===== src/rtl/uart_pkg.sv =====
// uart_pkg -- constants and state encodings shared by the UART receive path.
//   FRAME_WORDS    : number of 128-bit words in a complete frame
//   ADDR_STEP      : RAM address increment per written word
//   BYTES_PER_WORD : bytes assembled into one 128-bit word
package uart_pkg;

  localparam logic [17:0] FRAME_WORDS    = 18'h9600;
  localparam logic [24:0] ADDR_STEP      = 25'd4;
  localparam int unsigned BYTES_PER_WORD = 16;

  typedef enum logic [1:0] {
    IDLE,
    RECV,
    FLUSH,
    DONE
  } ctrl_state_t;

  typedef enum logic [1:0] {
    RX_IDLE,
    RX_START,
    RX_DATA,
    RX_STOP
  } rx_state_t;

endpackage


===== src/rtl/uart_rx.sv =====
// uart_rx -- 8N1 bit-level receiver.
//   clk      : system clock
//   rst_n    : asynchronous active-low reset
//   RX       : serial input, idle high, asynchronous to clk
//   rx_data  : received byte (valid with rx_valid)
//   rx_valid : one-cycle pulse at mid stop bit when the stop bit is high
module uart_rx
  import uart_pkg::*;
#(
  parameter int unsigned CLK_HZ = 50_000_000,
  parameter int unsigned BAUD   = 115200
) (
  input  logic       clk,
  input  logic       rst_n,
  input  logic       RX,
  output logic [7:0] rx_data,
  output logic       rx_valid
);

  localparam int unsigned CPB = CLK_HZ / BAUD;
  localparam int unsigned CW  = $clog2(CPB + 1);
  localparam logic [CW-1:0] FULL = CW'(CPB - 1);
  localparam logic [CW-1:0] HALF = CW'(CPB / 2 - 1);

  logic          sync1, sync2, prev;
  rx_state_t     state, next;
  logic [CW-1:0] cnt;
  logic [2:0]    bit_idx;
  logic [7:0]    shreg;

  always_comb begin
    next = state;
    case (state)
      // Falling edge only, so a low stop bit cannot be mistaken for a start bit.
      RX_IDLE:  if (prev && !sync2) next = RX_START;
      RX_START: if (cnt == HALF) next = sync2 ? RX_IDLE : RX_DATA;
      RX_DATA:  if (cnt == FULL && bit_idx == 3'd7) next = RX_STOP;
      RX_STOP:  if (cnt == FULL) next = RX_IDLE;
      default:  next = RX_IDLE;
    endcase
  end

  always_ff @(posedge clk or negedge rst_n) begin
    if (!rst_n) begin
      sync1    <= 1'b1;
      sync2    <= 1'b1;
      prev     <= 1'b1;
      state    <= RX_IDLE;
      cnt      <= '0;
      bit_idx  <= '0;
      shreg    <= '0;
      rx_data  <= '0;
      rx_valid <= 1'b0;
    end else begin
      sync1    <= RX;
      sync2    <= sync1;
      prev     <= sync2;
      state    <= next;
      rx_valid <= 1'b0;
      case (state)
        RX_IDLE: cnt <= '0;
        RX_START: begin
          bit_idx <= '0;
          cnt     <= (cnt == HALF) ? '0 : cnt + 1'b1;
        end
        RX_DATA: begin
          if (cnt == FULL) begin
            cnt     <= '0;
            shreg   <= {sync2, shreg[7:1]};
            bit_idx <= bit_idx + 1'b1;
          end else begin
            cnt <= cnt + 1'b1;
          end
        end
        RX_STOP: begin
          if (cnt == FULL) begin
            cnt <= '0;
            if (sync2) begin
              rx_data  <= shreg;
              rx_valid <= 1'b1;
            end
          end else begin
            cnt <= cnt + 1'b1;
          end
        end
        default: cnt <= '0;
      endcase
    end
  end

endmodule


===== src/rtl/uart_rx_controller.sv =====
// uart_rx_controller -- assembles received UART bytes into 128-bit words and
// writes them to RAM through a req/ack handshake.
//   clk, rst_n   : system clock, asynchronous active-low reset
//   RX           : serial input
//   start        : rising edge arms a frame capture (ignored while busy)
//   base_address : first RAM word address, sampled on the accepted start
//   wr_ack       : arbiter accepted the pending write
//   wr_req/wr_address/wr_data : pending write
//   done         : one-cycle pulse when the frame is complete
//   overrun      : sticky, a word was dropped while a write was pending
//   timeout_err  : sticky, capture aborted on an idle line
//   busy_led     : active-low busy
// Optional feature: define UART_RX_TIMEOUT_EN to build the idle-line timeout.
// FRAME_LEN defaults to the package FRAME_WORDS.
module uart_rx_controller
  import uart_pkg::*;
#(
  parameter int unsigned CLK_HZ         = 50_000_000,
  parameter int unsigned BAUD           = 115200,
  parameter int unsigned TIMEOUT_CYCLES = 5_000_000,
  parameter logic [17:0] FRAME_LEN      = FRAME_WORDS
) (
  input  logic         clk,
  input  logic         rst_n,
  input  logic         RX,
  input  logic         start,
  input  logic [24:0]  base_address,
  input  logic         wr_ack,
  output logic         wr_req,
  output logic [24:0]  wr_address,
  output logic [127:0] wr_data,
  output logic         done,
  output logic         overrun,
  output logic         timeout_err,
  output logic         busy_led
);

  logic [7:0]   rx_data;
  logic         rx_valid;
  ctrl_state_t  state, next;
  logic         start_q, start_rise, busy, timeout_hit, last_byte;
  logic [3:0]   byte_index;
  logic [17:0]  word_count;
  logic [127:0] asm_word;

  uart_rx #(.CLK_HZ(CLK_HZ), .BAUD(BAUD)) u_rx (
    .clk      (clk),
    .rst_n    (rst_n),
    .RX       (RX),
    .rx_data  (rx_data),
    .rx_valid (rx_valid)
  );

  assign start_rise = start & ~start_q;
  assign last_byte  = rx_valid && (byte_index == 4'(BYTES_PER_WORD - 1));
  assign busy_led   = ~busy;

`ifdef UART_RX_TIMEOUT_EN
  localparam int unsigned TW = $clog2(TIMEOUT_CYCLES + 1);
  logic [TW-1:0] idle_cnt;
  logic          counting, to_flag;

  assign counting    = (byte_index != '0) || (word_count != '0);
  assign timeout_hit = (state == RECV) && !rx_valid && counting &&
                       (idle_cnt == TW'(TIMEOUT_CYCLES - 1));
  assign timeout_err = to_flag;

  always_ff @(posedge clk or negedge rst_n) begin
    if (!rst_n) begin
      idle_cnt <= '0;
      to_flag  <= 1'b0;
    end else begin
      if (state == IDLE && start_rise) to_flag <= 1'b0;
      else if (timeout_hit)            to_flag <= 1'b1;
      if (state != RECV || rx_valid || timeout_hit) idle_cnt <= '0;
      else if (counting)                            idle_cnt <= idle_cnt + 1'b1;
    end
  end
`else
  assign timeout_hit = 1'b0;
  assign timeout_err = 1'b0;
`endif

  always_ff @(posedge clk or negedge rst_n) begin
    if (!rst_n) state <= IDLE;
    else        state <= next;
  end

  always_comb begin
    next = state;
    done = 1'b0;
    case (state)
      IDLE: if (start_rise) next = RECV;
      RECV: begin
        if (timeout_hit) next = IDLE;
        // Only a word that is actually loaded counts toward the frame; with
        // wr_req low every earlier word has been acked, so word_count is exact.
        else if (last_byte && !wr_req && word_count == FRAME_LEN - 18'd1)
          next = FLUSH;
      end
      FLUSH: if (wr_req && wr_ack) next = DONE;
      DONE: begin
        done = 1'b1;
        next = IDLE;
      end
      default: next = IDLE;
    endcase
  end

  always_ff @(posedge clk or negedge rst_n) begin
    if (!rst_n) begin
      start_q    <= 1'b0;
      busy       <= 1'b0;
      wr_req     <= 1'b0;
      wr_address <= '0;
      wr_data    <= '0;
      overrun    <= 1'b0;
      byte_index <= '0;
      word_count <= '0;
      asm_word   <= '0;
    end else begin
      start_q <= start;
      if (state == IDLE && start_rise) begin
        wr_address <= base_address;
        word_count <= '0;
        byte_index <= '0;
        overrun    <= 1'b0;
        busy       <= 1'b1;
      end else if (timeout_hit) begin
        wr_req <= 1'b0;
        busy   <= 1'b0;
      end else begin
        if (wr_req && wr_ack) begin
          wr_req     <= 1'b0;
          wr_address <= wr_address + ADDR_STEP;
          word_count <= word_count + 18'd1;
        end
        if (state == RECV && rx_valid) begin
          asm_word[{byte_index, 3'b000} +: 8] <= rx_data;
          byte_index <= byte_index + 4'd1;
          if (last_byte) begin
            if (wr_req) begin
              overrun <= 1'b1;
            end else begin
              wr_data <= {rx_data, asm_word[119:0]};
              wr_req  <= 1'b1;
            end
          end
        end
        if (state == DONE) busy <= 1'b0;
      end
    end
  end

endmodule


===== config.mk =====
export PLATFORM = sky130hd
export DESIGN_NAME = uart_rx_controller
export DESIGN_NICKNAME = d
export VERILOG_FILES = /design/src/rtl/uart_pkg.sv /design/src/rtl/uart_rx.sv /design/src/rtl/uart_rx_controller.sv
export SDC_FILE = /design/constraint.sdc
export NUM_CORES = 1
export LEC_CHECK = 0
export CORE_MARGIN = 2
export CORE_UTILIZATION = 53
export DETAILED_ROUTE_END_ITERATION = 12
export PLACE_DENSITY = 0.77
export SYNTH_ARGS = -nofsm -noshare
export SYNTH_HDL_FRONTEND = slang
export SYNTH_SLANG_ARGS = --single-unit

===== constraint.sdc =====
create_clock -name clk -period 2.7 [get_ports clk]
set_input_delay 0.54 -clock clk [delete_from_list [all_inputs] [get_ports clk]]
set_output_delay 0.54 -clock clk [all_outputs]
set_load 0.05 [all_outputs]

## Word-level counts from Yosys, hierarchy flattened

Cells that the tools add are included.

- $add $sub $neg: 6
- Eq/ne operators: 19
- Shifts and indexed selects: 2
- Muxes and demuxes: 36
- Bitwise logic cells: 5
- Reductions and logical operators: 27

Operator list:

| kind | count |
|---|---|
| 128-bit bitwise mux | 1 |
| 8-bit by 9-bit variable shift with 128-bit output (first input constant) | 1 |
| 8-bit by 9-bit variable part select with 128-bit output | 1 |
| 25-bit 2-to-1 mux | 2 |
| 18-bit 2-to-1 mux | 2 |
| 9-bit case mux with 3 select lines | 1 |
| 25-bit by 3-bit adder with 25-bit output (second input constant) | 1 |
| 18-bit by 1-bit adder with 18-bit output (second input constant) | 1 |
| 18-bit by 16-bit equality test with 1-bit output (second input constant) | 1 |
| 9-bit 2-to-1 mux | 2 |
| 2-bit 2-to-1 mux | 8 |
| 2-bit case mux with 4 select lines | 2 |
| 1-bit 2-to-1 mux | 14 |
| 2-bit nonzero test | 6 |
| 2-bit by 1-bit != test with 1-bit output (second input constant) | 5 |
| 9-bit by 1-bit adder with 9-bit output (second input constant) | 1 |
| 9-bit by 8-bit equality test with 1-bit output (second input constant) | 1 |
| 9-bit equality test (second input constant) | 1 |
| 7-bit negator with 9-bit output | 1 |
| 3-bit AND reduction | 3 |
| 2-bit equality test (second input constant) | 4 |
| 1-bit logical AND | 8 |
| 4-bit 2-to-1 mux | 2 |
| 4-bit AND reduction | 2 |
| other kinds (14) | 24 |

- Flip-flop bits (word level): 343
- Bits of input ports: 30
- Output and inout bits: 158
- Word-level logic and storage cells: 114

## Depth between registers and ports, before layout

Gate-level depths: netlist of the first run.

- Depth in word-level cells: 6
- Depth in mapped cells: 9
- Gate-level depth less buffers: 6

## Modules after synthesis

From an unflattened synthesis of the first run, not the netlist that was laid out.

- Cells, all modules: 1031
- Area total of the unflattened synthesis: 14151.1 µm²

By module, submodules not included:

| module | instances | cells an instance | area an instance (µm²) | sequential area each (µm²) |
|---|---|---|---|---|
| uart_rx_controller | 1 | 904 | 12533.3 | 7532.2 |
| uart_rx | 1 | 127 | 1617.8 | 854.6 |

## Worst setup path after synthesis of the first run

Ideal clock, no wire load.

- Path kind: reg2reg
- From: register wr_req
- To: register wr_address[23]
- Setup time: 0.082 ns
- Arrival time: 2.165 ns
- Required time: 2.618 ns
- Slack: 0.454 ns
- Cell stages (with the launch flop): 7
- Buffers on the path: 2
- Period minus slack after synthesis: 2.246 ns
- Cell sequence: dfrtp_1 nand3_2 or4_1 buf_2 buf_6 or4_1 a31oi_1

- Cells in the longest elaborated chain, start to end: 2

Ends and longest elaborated chain:

| element | line | RTL |
|---|---|---|
| start: declaration | uart_rx_controller.sv:29 | `output logic wr_req,` |
| start signal: assignment | uart_rx_controller.sv:114 | `wr_req <= 1'b0;` |
| start signal: assignment | uart_rx_controller.sv:130 | `wr_req <= 1'b0;` |
| start signal: assignment | uart_rx_controller.sv:134 | `wr_req <= 1'b0;` |
| 1-bit logical AND | uart_rx_controller.sv:133 | `if (wr_req && wr_ack) begin` |
| 2-bit nonzero test (no line) | n/a |  |
| end signal: assignment | uart_rx_controller.sv:124 | `wr_address <= base_address;` |
| end signal: assignment | uart_rx_controller.sv:135 | `wr_address <= wr_address + ADDR_STEP;` |
| end: declaration | uart_rx_controller.sv:30 | `output logic [24:0] wr_address,` |

No other way between the ends.
A chain may end at the register's enable or synchronous reset.

## Final worst setup path of the first run

- From: register state[1]
- To: output done

- Cells in the longest elaborated chain, start to end: 2

Ends and longest elaborated chain:

| element | line | RTL |
|---|---|---|
| start: declaration | uart_rx_controller.sv:40 | `ctrl_state_t state, next;` |
| start signal: assignment | uart_rx_controller.sv:86 | `else state <= next;` |
| 2-bit equality test | uart_rx_controller.sv:92 | `case (state)` |
| 1-bit 2-to-1 mux | uart_rx_controller.sv:92 |  |
| end: declaration | uart_rx_controller.sv:32 | `output logic done,` |

No other way between the ends.

==> qor.yml, run 1 <==
cts_root_buf: "clkbuf_16"
leakagePower_nw: 8.33
die_h_um: 166
worst_pin_slew_ns: 0.686
crit_buf_inv: 1
critPathLaunchType: "flip-flop"
fin_nets: 1272
ys_types: 51
cp.arrival_ns: 2.00
die_area_um2: 27500
ys_seq_area_share_pct: 60.4
antenna_found_initial: 0
rows: 59
dp_slack_ns: 0.105
routabilityCongestion: 0.817
post_cts_buffers: 0
drive_above_1_share_pct: 29.8
drc: 0
cts_resized: 0
fmax_mhz: 394
fin_tns_setup_ns: 0
path_max_fanout: 4
layout_min_cycle_time_ns: 2.54
area_delta_synth_final_pct: 26.0
drt_iter0_markers: 570
cp-end-kind: "primary output"
power.density_nw_per_um2: 712
ff2ff_path_depth: 6
syn-cell-area_um2: 13900
finalSetupViolCount: 0
fin_ws_ns: 0.165
layout_commonest_cell: "dfrtp_1"
cts_buffer_depth: 3
cp_cell_sequence: "ha_1 > clkdlybuf4s50_1"
rsz0062_at_grt: "false"
clk_latency_ns: 0.51
cp_slowest_stage_delay_ns: 0.85
clock_sinks: 335
numPortBuffers: 186
cts_made_buffers: 35
ys.flop_type: "dfrtp_1"
routedWlPerCell_um: 19.0
synthCells: 1022
overflow: 0
grt_start_max_net_pins: 90
finalCritPeriodShare_pct: 93.9
clk_pin_slew_ns: 0.06
hold_path_class: "in2async"
slew_headroom_pct: 54.2
ys.warnings.count: 0
synth-seq-cells: 335
crit_cells: 2
grtUsageTotal_pct: 22.4
cp-startpoint: "state[1]$_DFFE_PN0P_"
slew_viol_final: 0
grt_pass1_wl_mm: 50.1
viasPerCell: 5.55
dr_total_vias: 8813
synth_edf_count: 0
avgSynthCellArea_um2: 13.6
ios: 188
async_reset_ff_share_pct: 100
worstPathRequired_ns: 2.16
max_cap_violations: 0
fp.coreArea_um2: 25900
timing.rr.start: "byte_index[0]$_DFFE_PN0N_"
hpwl_mm: 19.7
final_cell_mix: "332 x dfrtp_1, 266 x mux2_2, 185 x clkdlybuf4s50_1, 50 x nand2_1, 48 x nor2_1"
syn_nets: 1066
skew_ns: 0.0256
cts-htree-levels: 2
tritoncts: "done"
crit_type: "reg2out"
crit_slowest_cell: "clkdlybuf4s50_1"
ant_nets: 0
grt_pass1_vias: 9309
hold_buffers: 0
antenna_cells: 0
path_delay_family: "buffers and inverters"
start_util_pct: 53.5
routed_wl_mm: 30.1
vdd_drop_max_mv: 0.622
hold_viol_final: 0
status: "completed"
first_pass_iters: 5
die_w_um: 166
## Yosys cell counts (all sizes together) (15+ instances only)
cell	instances	share of area (%)
a31oi	15	0.68
and2	21	0.96
buf	21	0.80
clkbuf	27	0.73
dfrtp	332	60
mux2	266	22
nand2	50	1.4
nand3	31	1.2
nand4	16	0.72
nor2	48	1.3
o21ai	19	0.69
o31ai	16	0.87
or4	20	1.1
xor2	22	1.4
## kinds of logic after synthesis
logic type	synth area share, %
AOI/OAI and AO/OA	3.19
xor gates and xnor gates	1.89
adders and majority gates	1.26
buffers and inverters	1.91
DFF	60.4
muxes	21.6
other	0.0270
and+or+nand+nor	9.68
## cell type report
| class | count | area, µm² |
|---|---|---|
| well taps | 335 | 419 |
| multi-input cells | 625 | 5240 |
| inverters | 14 | 52.6 |
| repair buffers | 217 | 2190 |
| clock inverters | 14 | 191 |
| flip-flops and latches | 335 | 8390 |
| clock buffers | 49 | 1010 |
| fillers | 1861 | 8430 |
## stage by stage
stage | area [µm²] | hold WS, ns | instances | total power, mW | util, %
floorplan | 13900 | 0.244 | 1022 | 6.79 | -
global placement | 16300 | 0.352 | 1526 | 7.52 | 62.8
detailed placement | 16300 | 0.347 | 1526 | 7.56 | 62.8
CTS | 17500 | 0.0240 | 1589 | 12.5 | 67.5
global route | 17500 | 0.0404 | 1589 | 12.9 | 67.5
finish | 17500 | 0.00222 | 1589 | 12.4 | 67.5
## per-layer routing
metal	vias to the layer above	wire length, µm	track usage (%)
met5	-	0	0
met2	197	14700	37.2
li1	4055	-	-
met1	4508	13400	30.6
met4	0	582	5.29
met3	53	1500	4.62
## registers in the layout (all words and copies together), names as in the netlist, 3 cells and up, named ones only
signal	flops
wr_data	128
asm_word	120
wr_address	25
word_count	18
u_rx.cnt	9
u_rx.rx_data	8
u_rx.shreg	8
byte_index	4
u_rx.bit_idx	3
## power by group
group	internal (mW)	switching [mW]	total (mW)
sequential	5.24	0.269	5.51
clock	3.01	1.95	4.96
combinational	0.675	1.30	1.98
## worst paths after layout
kind                       slack [ns]                       end
setup reg to reg                 0.23  asm_word[80]$_DFFE_PN0P_
max in group asynchronous        1.83  asm_word[12]$_DFFE_PN0P_
hold / removal                  0.002  wr_data[124]$_DFFE_PN0P_
min in group clk                 0.36      u_rx.sync2$_DFF_PN1_
setup / recovery                 0.16                      done
hold reg to reg                  0.36      u_rx.sync2$_DFF_PN1_
Power figures use the tool's default switching activity.
==> inputs of run 2 (changes only) <==
--- a/config.mk
+++ b/config.mk
@@ -5,9 +5,11 @@
 export SDC_FILE = /design/constraint.sdc
 export NUM_CORES = 1
 export LEC_CHECK = 0
+export ABC_AREA = 1
 export CORE_MARGIN = 2
 export CORE_UTILIZATION = 53
 export DETAILED_ROUTE_END_ITERATION = 12
+export GPL_TIMING_DRIVEN = 0
 export PLACE_DENSITY = 0.77
 export SYNTH_ARGS = -nofsm -noshare
 export SYNTH_HDL_FRONTEND = slang
==> run 2 against run 1 <==
Net effect:
- clock power down 2%
- setup slack better by 0.0076 ns
- synthesized area up 2.9%
- final area is 2.7% higher
- register-to-register slack worse by 0.06 ns
- non-clock buffer count rose by 39
- critical path depth is 10 higher
- largest power group unchanged
==> qor.yml, run 2 <==
status: "completed"
yosys.area.top_type: "dfrtp_1"
slew_viol_final: 0  # unchanged
die_w_um: 168  # +1.4%
yosysMostFrequentCell: "nand2_1"
total_power_mw: 12.7  # +2.0%
cts_buffer_depth: 3  # unchanged
overflow: 0  # unchanged
whs_ns: 0.117  # +0.115 ns
fmax_mhz: 396  # +0.30%
grt_pass1_vias: 11700  # +26%
skew_ns: 0.0192  # -0.00631 ns
cp.arrival_ns: 2.89  # +0.89 ns
dr_total_vias: 11900  # +35%
fin_nets: 1917  # +51%
drive_above_1_share_pct: 7.64  # -22 points
met1_usage_pct: 35.3  # +4.7 points
cts_made_buffers: 36  # +2.9%
rows: 60  # +1.7%
ys_seq_area_share_pct: 58.8  # -1.7 points
timing.rr.start: "byte_index[0]$_DFFE_PN0N_"
fill_cells: 2173  # +17%
layout_min_cycle_time_ns: 2.53  # -0.00762 ns
synth-seq-cells: 335  # unchanged
avgSynthCellArea_um2: 8.70  # -36%
largest_reg_flops: 128  # unchanged
grt_start_max_net_pins: 115  # +28%
worst_pin_slew_ns: 0.876  # +0.190 ns
slew_headroom_pct: 41.6  # -13 points
drc: 0  # unchanged
cts-htree-levels: 2  # unchanged
numPortBuffers: 186  # unchanged
largestRegisters: "wr_data (128), asm_word (120), wr_address (25)"
die_area_um2: 28300  # +2.8%
synth_common_cells: "441 x nand2_1, 332 x dfrtp_1, 261 x o21ai_0, 229 x inv_1, 84 x nor2_1"
synthCells: 1641  # +61%
ant_nets: 0  # unchanged
grt_util_met3_pct: 3.97  # -0.65 points
syn_nets: 1685  # +58%
routabilityCongestion: 0.924  # +13%
drt_iter0_markers: 847  # +49%
power.density_nw_per_um2: 708  # -0.62%
p_clk_share_pct: 38.4  # -1.4 points
cp-end-kind: "flip-flop"
first_pass_iters: 7  # +2
clk_latency_ns: 0.51  # about the same
layout_commonest_cell: "nand2_1"
hpwl_mm: 26.5  # +35%
die_h_um: 168  # +1.4%
path_max_fanout: 10  # +6
dp_cells: 2170  # +42%
ys_types: 43  # -16%
viasPerCell: 5.32  # -4.1%
tritoncts: "done"
hold_path_class: "in2async"
ys.warnings.count: 0  # unchanged
grtUsageTotal_pct: 26.9  # +4.5 points
routedWlPerCell_um: 16.7  # -12%
fin_tns_setup_ns: 0  # unchanged
max_cap_violations: 0  # unchanged
final_cell_mix: "441 x nand2_1, 331 x dfrtp_1, 261 x o21ai_0, 228 x inv_1, 185 x clkdlybuf4s50_1"
crit_type: "reg2reg"
syn-cell-area_um2: 14300  # +2.9%
finalSetupViolCount: 0  # unchanged
register_area_um2: 8390  # about the same
hold_viol_final: 0  # unchanged
gr-usage-met2_pct: 45.4  # +8.3 points
start_util_pct: 53.4  # -0.15 points
async_reset_ff_share_pct: 100  # unchanged
worstPathRequired_ns: 3.06  # +0.90 ns
finalNonFillerCells: 2240  # +41%
multi_input_area_um2: 4780  # -8.7%
netlist_top_cells_area: "dfrtp_1 58%, nand2_1 12%, o21ai_0 9.2%"
pwr-share-comb_pct: 17.3  # +1.4 points
top_register: "wr_data"
yosysTopAreaCellShare_pct: 58.2  # -1.7 points
place_area_um2: 16600  # +2.1%
cts_root_buf: "clkbuf_16"
synth_edf_count: 0  # unchanged
busiest_layer: "met2"
power_frac_seq_pct: 44.3  # about the same
clock_sinks: 335  # unchanged
p_switching_mw: 3.75  # +6.6%
cp-startpoint: "byte_index[0]$_DFFE_PN0N_"
grt_pass1_wl_mm: 60.3  # +20%
area_delta_synth_final_pct: 25.8
switching_share_pct: 29.5  # +1.3 points
hold_buffers: 0  # unchanged
clk_pin_slew_ns: 0.06  # about the same
internal_power_mw: 8.95  # +0.26%
antenna_found_initial: 1  # +1
vdd_drop_max_mv: 0.707  # +14%
fp.coreArea_um2: 26700  # +3.1%
leakagePower_nw: 8.21  # -1.4%
ios: 188  # unchanged
final_cell_area_um2: 18000  # +2.7%
routed_wl_mm: 37.3  # +24%
finalCritPeriodShare_pct: 93.6  # -0.28 points
critPathLaunchType: "flip-flop"
ys.flop_type: "dfrtp_1"
run 2: critical path, cell delays in order, from the launching register on:
cell,delay (ns)
dfrtp_2,0.45
inv_1,0.10
clkbuf_4,0.25
buf_4,0.22
ha_2,0.26
nand3_1,0.13
inv_1,0.12
nor2_4,0.06
nand2_2,0.19
inv_2,0.10
nand2_2,0.15
buf_2,0.22
o21ai_0,0.11
run 2: per-stage QoR:
| step | setup slack, ns | utilization (%) |
|---|---|---|
| detailed placement | -0.307 | 62.2 |
| global route | -0.00230 | 67.2 |
| CTS | -0.0518 | 66.7 |
| finish | 0.172 | 67.2 |
| global placement | -13.13 | 62.0 |
| floorplan | 0.381 | - |
run 2: metal layers:
layer,vias up,wire [µm]
met1,5747,15600
li1,5670,-
met5,-,0
met3,98,2270
met4,0,1370
met2,401,18100
run 2: path summary, 6_finish.rpt:
| check | endpoint | slack [ns] | cells past startpoint |
|---|---|---|---|
| worst max-delay path | asm_word[64]$_DFFE_PN0P_ | 0.17 | 12 |
| worst min-delay path | wr_data[66]$_DFFE_PN0P_ | 0.12 | 1 |
| worst max register to register | asm_word[64]$_DFFE_PN0P_ | 0.17 | 12 |
| worst min register to register | u_rx.sync2$_DFF_PN1_ | 0.36 | 0 |
| max in group asynchronous | byte_index[0]$_DFFE_PN0N_ | 1.53 | 2 |
| min in group clk | u_rx.sync2$_DFF_PN1_ | 0.36 | 0 |
run 2: what timing repair did:
| action | in CTS | in global routing |
|---|---|---|
| setup endpoints to repair | 100 | 192 |
| gates resized for setup | 3 | 42 |
| pin swaps | 0 | 2 |
| hold endpoints to repair | 0 | 0 |
| buffers inserted | 0 | 7 |
run 2: logic make-up after synthesis:
group | count (synthesis) | synth area share, %
AO/OA/AOI/OAI | 303 | 10.9
XOR/XNOR | 17 | 1.10
adder cells (fa/ha/maj) | 14 | 1.23
buffers and inverters | 297 | 8.24
flip-flops | 335 | 58.8
other | 1 | 0.0263
AND/OR/NAND/NOR | 674 | 19.7
run 2: final cells by class:
type | count | area share (%)
plain buffers | 61 | 1.74
diodes | 1 | 0.0139
multi-input cells | 1009 | 26.6
flip-flops and latches | 335 | 46.7
clock buffers | 55 | 6.04
clock inverters | 8 | 0.551
inverters | 235 | 4.95
repair buffers | 195 | 11.0
well taps | 341 | 2.38
run 2: power by group through the flow:
stage          Clock, mW  Combinational, mW  Sequential, mW
2_1_floorplan          0              0.814            6.24
3_3_place_gp           0               2.13            5.70
3_5_place_dp           0               2.20            5.69
4_1_cts             4.93               2.21            5.61
5_1_grt             5.16               2.40            5.66
6_report            4.88               2.20            5.62
